**src/rtl/xfer_sample_sequencer.sv**
```systemverilog
// -----------------------------------------------------------------------------
// xfer_sample_sequencer
//
// Moves one L1A event at a time from the per-channel sample FIFO bank into
// the ring buffer. Event-ready pulses (RDY) are queued in a small pending
// counter. For each queued event the sequencer does the following:
//   - pops the L1A/header FIFO with a one-cycle L1A_RD_EN;
//   - waits until every used sample FIFO holds data;
//   - reads the FIFOs channel-major: NSAMP samples of channel 0, then
//     channel 1, and so on.
// RDENA is a contiguous NCHAN*NSAMP-cycle burst. RB_WADDR is the ring-buffer
// address paired with each RDENA cycle. The downstream mux/write stage delays
// both by two clocks to form its write enable.
//
// Optional feature (compile-time macro XFER_SEQ_ERRCNT_EN):
//   defined   -> ERRCNT is a 16-bit saturating count of UNDERRUN pulses
//   undefined -> ERRCNT is tied to zero and no counter is built
//
// Parameters
//   NCHAN   channels read per event (1..16)
//   NSAMP   samples per channel per event (1..255)
//   RB_AW   ring-buffer address width
//   PEND_W  pending-event counter width
//
// Ports
//   CLK        in   system clock
//   RST        in   synchronous active-high reset
//   JTAG_MODE  in   JTAG readout owns the FIFOs; sequencer aborts / idles
//   RDY        in   1-clk pulse: one new event complete in the sample FIFOs
//   F16_MT     in   per-channel FIFO empty flags
//   CHAN       out  channel currently being read
//   RDENA      out  read strobe for FIFO CHAN
//   L1A_RD_EN  out  1-clk pulse: pop the L1A/header FIFO
//   RB_WADDR   out  ring-buffer address paired with RDENA
//   XSTATE     out  FSM state code (debug)
//   BUSY       out  high in every state except IDLE and JTAG
//   PEND       out  number of queued events
//   PEND_OVF   out  sticky: RDY arrived while PEND was at its maximum
//   UNDERRUN   out  1-clk pulse: a read was issued to an empty FIFO
//   ERRCNT     out  underrun count (zero unless XFER_SEQ_ERRCNT_EN)
//
// All outputs are registered; RST returns every output to zero.
// -----------------------------------------------------------------------------
module xfer_sample_sequencer #(
    parameter int NCHAN  = 16,
    parameter int NSAMP  = 8,
    parameter int RB_AW  = 11,
    parameter int PEND_W = 3
) (
    input  logic              CLK,
    input  logic              RST,
    input  logic              JTAG_MODE,
    input  logic              RDY,
    input  logic [15:0]       F16_MT,
    output logic [3:0]        CHAN,
    output logic              RDENA,
    output logic              L1A_RD_EN,
    output logic [RB_AW-1:0]  RB_WADDR,
    output logic [2:0]        XSTATE,
    output logic              BUSY,
    output logic [PEND_W-1:0] PEND,
    output logic              PEND_OVF,
    output logic              UNDERRUN,
    output logic [15:0]       ERRCNT
);

    typedef enum logic [2:0] {
        ST_IDLE = 3'd0,
        ST_L1A  = 3'd1,
        ST_CHK  = 3'd2,
        ST_XFER = 3'd3,
        ST_DONE = 3'd4,
        ST_JTAG = 3'd5
    } state_t;

    localparam logic [3:0]        CHAN_LAST = 4'(NCHAN - 1);
    localparam logic [7:0]        SAMP_LAST = 8'(NSAMP - 1);
    localparam logic [3:0]        CHAN_ONE  = 4'd1;
    localparam logic [7:0]        SAMP_ONE  = 8'd1;
    localparam logic [RB_AW-1:0]  WADDR_ONE = RB_AW'(1);
    localparam logic [PEND_W-1:0] PEND_ONE  = PEND_W'(1);
    localparam logic [PEND_W-1:0] PEND_MAX  = {PEND_W{1'b1}};
    // Only the FIFOs of channels actually read take part in the "all ready" test.
    localparam logic [15:0]       CH_MASK   = (NCHAN >= 16) ? 16'hFFFF
                                                            : 16'((1 << NCHAN) - 1);

    state_t            state;
    state_t            state_nxt;
    logic [7:0]        scnt;
    logic [7:0]        scnt_nxt;
    logic [3:0]        chan_nxt;
    logic              rdena_nxt;
    logic              l1a_nxt;
    logic              busy_nxt;
    logic              underrun_nxt;
    logic              last_smp;
    logic              fifos_ready;
    logic              pend_dec;
    logic [PEND_W-1:0] pend_nxt;
    logic              ovf_nxt;

    assign XSTATE      = state;
    assign last_smp    = (scnt == SAMP_LAST) && (CHAN == CHAN_LAST);
    assign fifos_ready = ((F16_MT & CH_MASK) == 16'h0000);

    // -------------------------------------------------------------------------
    // State register and registered outputs
    // -------------------------------------------------------------------------
    always_ff @(posedge CLK) begin
        if (RST) begin
            state     <= ST_IDLE;
            scnt      <= '0;
            CHAN      <= '0;
            RDENA     <= 1'b0;
            L1A_RD_EN <= 1'b0;
            BUSY      <= 1'b0;
            UNDERRUN  <= 1'b0;
            RB_WADDR  <= '0;
            PEND      <= '0;
            PEND_OVF  <= 1'b0;
        end else begin
            state     <= state_nxt;
            scnt      <= scnt_nxt;
            CHAN      <= chan_nxt;
            RDENA     <= rdena_nxt;
            L1A_RD_EN <= l1a_nxt;
            BUSY      <= busy_nxt;
            UNDERRUN  <= underrun_nxt;
            PEND      <= pend_nxt;
            PEND_OVF  <= ovf_nxt;
            // The address advances after every read cycle, so the next read
            // (even of the next event) lands on the following slot.
            if (RDENA) begin
                RB_WADDR <= RB_WADDR + WADDR_ONE;
            end
        end
    end

    // -------------------------------------------------------------------------
    // Next-state logic
    // -------------------------------------------------------------------------
    always_comb begin
        state_nxt = state;
        // JTAG ownership wins from any state; an event in flight is dropped.
        if (JTAG_MODE && (state != ST_JTAG)) begin
            state_nxt = ST_JTAG;
        end else begin
            unique case (state)
                ST_IDLE: if (PEND != '0) state_nxt = ST_L1A;
                ST_L1A:  state_nxt = ST_CHK;
                ST_CHK:  if (fifos_ready) state_nxt = ST_XFER;
                ST_XFER: if (last_smp) state_nxt = ST_DONE;
                ST_DONE: state_nxt = ST_IDLE;
                ST_JTAG: if (!JTAG_MODE) state_nxt = ST_IDLE;
                default: state_nxt = ST_IDLE;
            endcase
        end
    end

    // -------------------------------------------------------------------------
    // Output logic (values loaded into the output registers at the next edge)
    // -------------------------------------------------------------------------
    always_comb begin
        chan_nxt     = '0;
        scnt_nxt     = '0;
        rdena_nxt    = (state_nxt == ST_XFER);
        l1a_nxt      = (state_nxt == ST_L1A);
        busy_nxt     = (state_nxt == ST_L1A) || (state_nxt == ST_CHK) ||
                       (state_nxt == ST_XFER) || (state_nxt == ST_DONE);
        underrun_nxt = (state == ST_XFER) && F16_MT[CHAN];

        // Entering XFER from CHK leaves channel and sample at zero.
        if ((state == ST_XFER) && (state_nxt == ST_XFER)) begin
            if (scnt == SAMP_LAST) begin
                scnt_nxt = '0;
                chan_nxt = CHAN + CHAN_ONE;
            end else begin
                scnt_nxt = scnt + SAMP_ONE;
                chan_nxt = CHAN;
            end
        end
    end

    // -------------------------------------------------------------------------
    // Pending-event counter
    // -------------------------------------------------------------------------
    assign pend_dec = (state == ST_L1A);

    always_comb begin
        pend_nxt = PEND;
        ovf_nxt  = PEND_OVF;
        if (RDY && !pend_dec) begin
            if (PEND == PEND_MAX) begin
                ovf_nxt = 1'b1;
            end else begin
                pend_nxt = PEND + PEND_ONE;
            end
        end else if (!RDY && pend_dec) begin
            pend_nxt = PEND - PEND_ONE;
        end
    end

    // -------------------------------------------------------------------------
    // Optional underrun counter
    // -------------------------------------------------------------------------
`ifdef XFER_SEQ_ERRCNT_EN
    function automatic logic [15:0] sat_inc16(input logic [15:0] v);
        return (v == 16'hFFFF) ? v : (v + 16'd1);
    endfunction

    logic [15:0] errcnt_q;

    // Counts on the same edge that raises UNDERRUN, so the two stay aligned.
    always_ff @(posedge CLK) begin
        if (RST) begin
            errcnt_q <= '0;
        end else if (underrun_nxt) begin
            errcnt_q <= sat_inc16(errcnt_q);
        end
    end

    assign ERRCNT = errcnt_q;
`else
    assign ERRCNT = 16'h0000;
`endif

endmodule

```
**config.mk**
```make
export PLATFORM = sky130hd
export DESIGN_NAME = xfer_sample_sequencer
export DESIGN_NICKNAME = d
export VERILOG_FILES = /design/src/rtl/xfer_sample_sequencer.sv
export SDC_FILE = /design/constraint.sdc
export NUM_CORES = 1
export LEC_CHECK = 0
export ABC_AREA = 1
export CORE_ASPECT_RATIO = 1.1
export CORE_MARGIN = 4
export CORE_UTILIZATION = 55
export DETAILED_ROUTE_END_ITERATION = 7
export DONT_BUFFER_PORTS = 1
export GPL_ROUTABILITY_DRIVEN = 0
export PLACE_DENSITY = 0.7
export SETUP_SLACK_MARGIN = 0.1
export SLEW_MARGIN = 0
export SYNTH_ARGS = -nofsm -noshare
export SYNTH_HDL_FRONTEND = slang
export SYNTH_SLANG_ARGS = --single-unit
```
**constraint.sdc**
```tcl
create_clock -name CLK -period 2.4 [get_ports CLK]
set_clock_uncertainty 0.15 [all_clocks]
set_input_delay 0.12 -clock CLK [delete_from_list [all_inputs] [get_ports CLK]]
set_output_delay 0.12 -clock CLK [all_outputs]
set_load 0.02 [all_outputs]
```
==> run_results.csv <==
group,metric,value,unit
floorplan,start_util,58.23,%
synth,avgSynthCellArea,7.108,um^2
route,via_per_inst,5.003,
synth,ys_seq_elements,34,
layout,area.growth.synth_to_final,4.643,%
worst_setup_path,r2r_start,"XSTATE[0]",
clock_tree,clockBufferDepth,2,
worst_hold_path,hold-path-cell-count,6,
clock_tree,htree_levels,2,
placed_design,place_area,1794,um^2
worst_hold_path,min_path_type,"in -> reg",
route,dr.pass1.iters,7,
power_and_ir_drop,p_per_area,557.2,nW/um^2
synth,async_flop_share,0,%
sta,setup-tns-final,0,ns
clock_tree,postCtsSetupRepairBufs,0,
layout,drive_above_1_share,7.197,%
sta,min_period,1.998,ns
sta,setup_violations,0,
clock_tree,cts_tree,"built",
outcome,status,"complete, no violations",
synth,synth_edf_count,0,
run,max-cap-violations,0,
floorplan,ios,62,
layout,final_nets,287,
synth,synth_ff_type,"dfxtp_1",
grt,grt_max_degree,13,
worst_setup_path,required,2.52,ns
worst_setup_path,r2r_setup_slack,0.40,ns
layout,final_cell_area,1889,um^2
worst_setup_path,r2r.worst_path.cells,8,
grt,grt_pass1_vias,1434,
worst_setup_path,cp-end-kind,"flop",
power_and_ir_drop,ir_drop,0.0004316,V
grt,overflow,0,
synth,synth_area_leaders,"dfxtp_1 38%, nor2_1 11%, inv_1 6.9%, buf_4 6.7%, nand2_1 6.0%",
synth,seq_area_frac_synth,37.70,%
route,wl,3583,um
clock_tree,cts.sinks,34,
sta,rsz0062_at_grt,"no",
synth,yosys.area.top_type_share,37.70,%
sta,maxSlewViolCount,0,
placed_design,portBuffers,0,
clock_tree,cts_buffers,5,
route,ant_nets,0,
floorplan,die_h,68.09,um
route,wl_per_cell,12.02,um
clock_tree,clk_latency,0.33,ns
floorplan,placement_rows,21,
route,drtIter0Drc,84,
route,dr_total_vias,1491,
placed_design,dp_hpwl,2754,um
synth,netlist_top_cells_count,"52 x nor2_1, 34 x dfxtp_1, 33 x inv_1",
sta,fmax,500.6,MHz
grt,grt_antenna_before_repair,0,
synth,synth.most_common_cell,"nor2_1",
clock_tree,clk_pin_slew,0.10,ns
power_and_ir_drop,p_leak,0.8007,nW
worst_setup_path,r2r-end,"PEND[2]",
floorplan,die_x,62.63,um
clock_tree,clockRootBuffer,"clkbuf_4",
layout,n_antenna_cell,0,
floorplan,fp.coreArea,3100,um^2
synth,synth.distinct_cells,32,
synth,yosys_warnings,0,
worst_setup_path,critPathLaunchType,"flop",
floorplan,die_area,4264,um^2
placed_design,place_ws,0.3112,ns
sta,timing.final.ws_setup,0.4025,ns
synth,syn_inst,254,
route,drc,0,
worst_hold_path,hold_start,"F16_MT[0]",
worst_setup_path,crit_type,"reg -> reg",
worst_setup_path,crit_arrival,2.12,ns
sta,hold_viol,0,
synth,syn_area,1805,um^2
worst_setup_path,path_max_fanout,5,
worst_hold_path,whs_endpoint,"UNDERRUN",
grt,grt_pass1_wl,6299,um
synth,synth_area_leader_cell,"dfxtp_1",
sta,finalCritPeriodShare,83.23,%
grt,grtUsageTotal,18.54,%
where the power goes:
group | internal, mW | leakage (nW) | switching [mW] | total [mW]
Combinational | 0.0337 | 0.490 | 0.0734 | 0.107
Clock | 0.141 | 0.0343 | 0.187 | 0.328
Sequential | 0.580 | 0.276 | 0.0378 | 0.618
stage by stage:
stage	instances	util, %	total power, mW	hold WS [ns]
after floorplan	269	-	0.7338	0.1181
after global placement	287	57.87	0.7278	0.04538
after detailed placement	287	57.87	0.7302	0.05333
after CTS	298	60.90	1.067	0.03945
after global routing	298	60.94	1.120	0.07461
final	298	60.94	1.053	0.05914
final cells by class:
cell class,count,area [um^2]
fillers,323,1211
multi-input cells,182,920.9
flip-flops and latches,34,681.9
inverters,34,127.6
repair buffers,6,52.55
clock buffers,6,51.30
well taps,34,42.54
clock inverters,2,12.51
sequential cells by signal (all words and copies together) (netlist names):
register   count
BUSY           1
CHAN           4
L1A_RD_EN      1
PEND           3
PEND_OVF       1
RB_WADDR      11
RDENA          1
UNDERRUN       1
XSTATE         3
scnt           8
cell families after synthesis:
logic type                 Yosys count  share of synthesized area [%]
adders and majority gates            4                          3.188
DFF                                 34                          37.70
AOI/OAI and AO/OA                   43                          13.17
and+or+nand+nor                    109                          26.47
xor gates and xnor gates            10                          4.851
other                                1                         0.2077
buffers and inverters               53                          14.41
worst max-delay path, cell delays in order, from the launching register on:
cell and delay, ns:
dfxtp_1 0.41, inv_1 0.20, nor2_1 0.09, nor2_1 0.15
inv_1 0.09, fa_1 0.38, o21ai_0 0.24, o21ai_0 0.11
a21oi_1 0.13
worst max path at each step:
stage / from / end / slack (ns)
floorplan: XSTATE[2] / PEND[2] / 0.45
global placement: XSTATE[1] / PEND[2] / 0.37
detailed placement: XSTATE[1] / PEND[2] / 0.31
CTS: XSTATE[1] / PEND[2] / 0.29
global route: XSTATE[1] / PEND[2] / 0.14
finish: XSTATE[0] / PEND[2] / 0.40
layout by cell type, fill, tap and decap left out, types with 5 or more instances in the layout:
cell / synthesis / routed
a21oi_1: 12 / 12
clkbuf_4: 0 / 5
conb_1: 1 / 16
dfxtp_1: 34 / 33
inv_1: 33 / 33
nand2_1: 29 / 29
nand3_1: 12 / 12
nor2_1: 52 / 52
o21ai_0: 20 / 20
xor2_1: 6 / 6
per-layer routing:
| metal | global-route usage, % | wire length (um) | up-vias |
|---|---|---|---|
| li1 | - | - | 800 |
| met4 | 8.815 | 64 | 0 |
| met2 | 29.43 | 1612 | 53 |
| met5 | 0 | 0 | - |
| met1 | 22.50 | 1581 | 633 |
| met3 | 6.897 | 324 | 5 |
repair_timing:
| action | 4_1_cts | 5_1_grt |
|---|---|---|
| setup endpoints to repair | 0 | 1 |
| hold buffers | 3 | 0 |
| resized for setup | 0 | 1 |
| endpoints found under the hold margin | 22 | 0 |
Note: power is estimated with default switching activity, not from simulation.
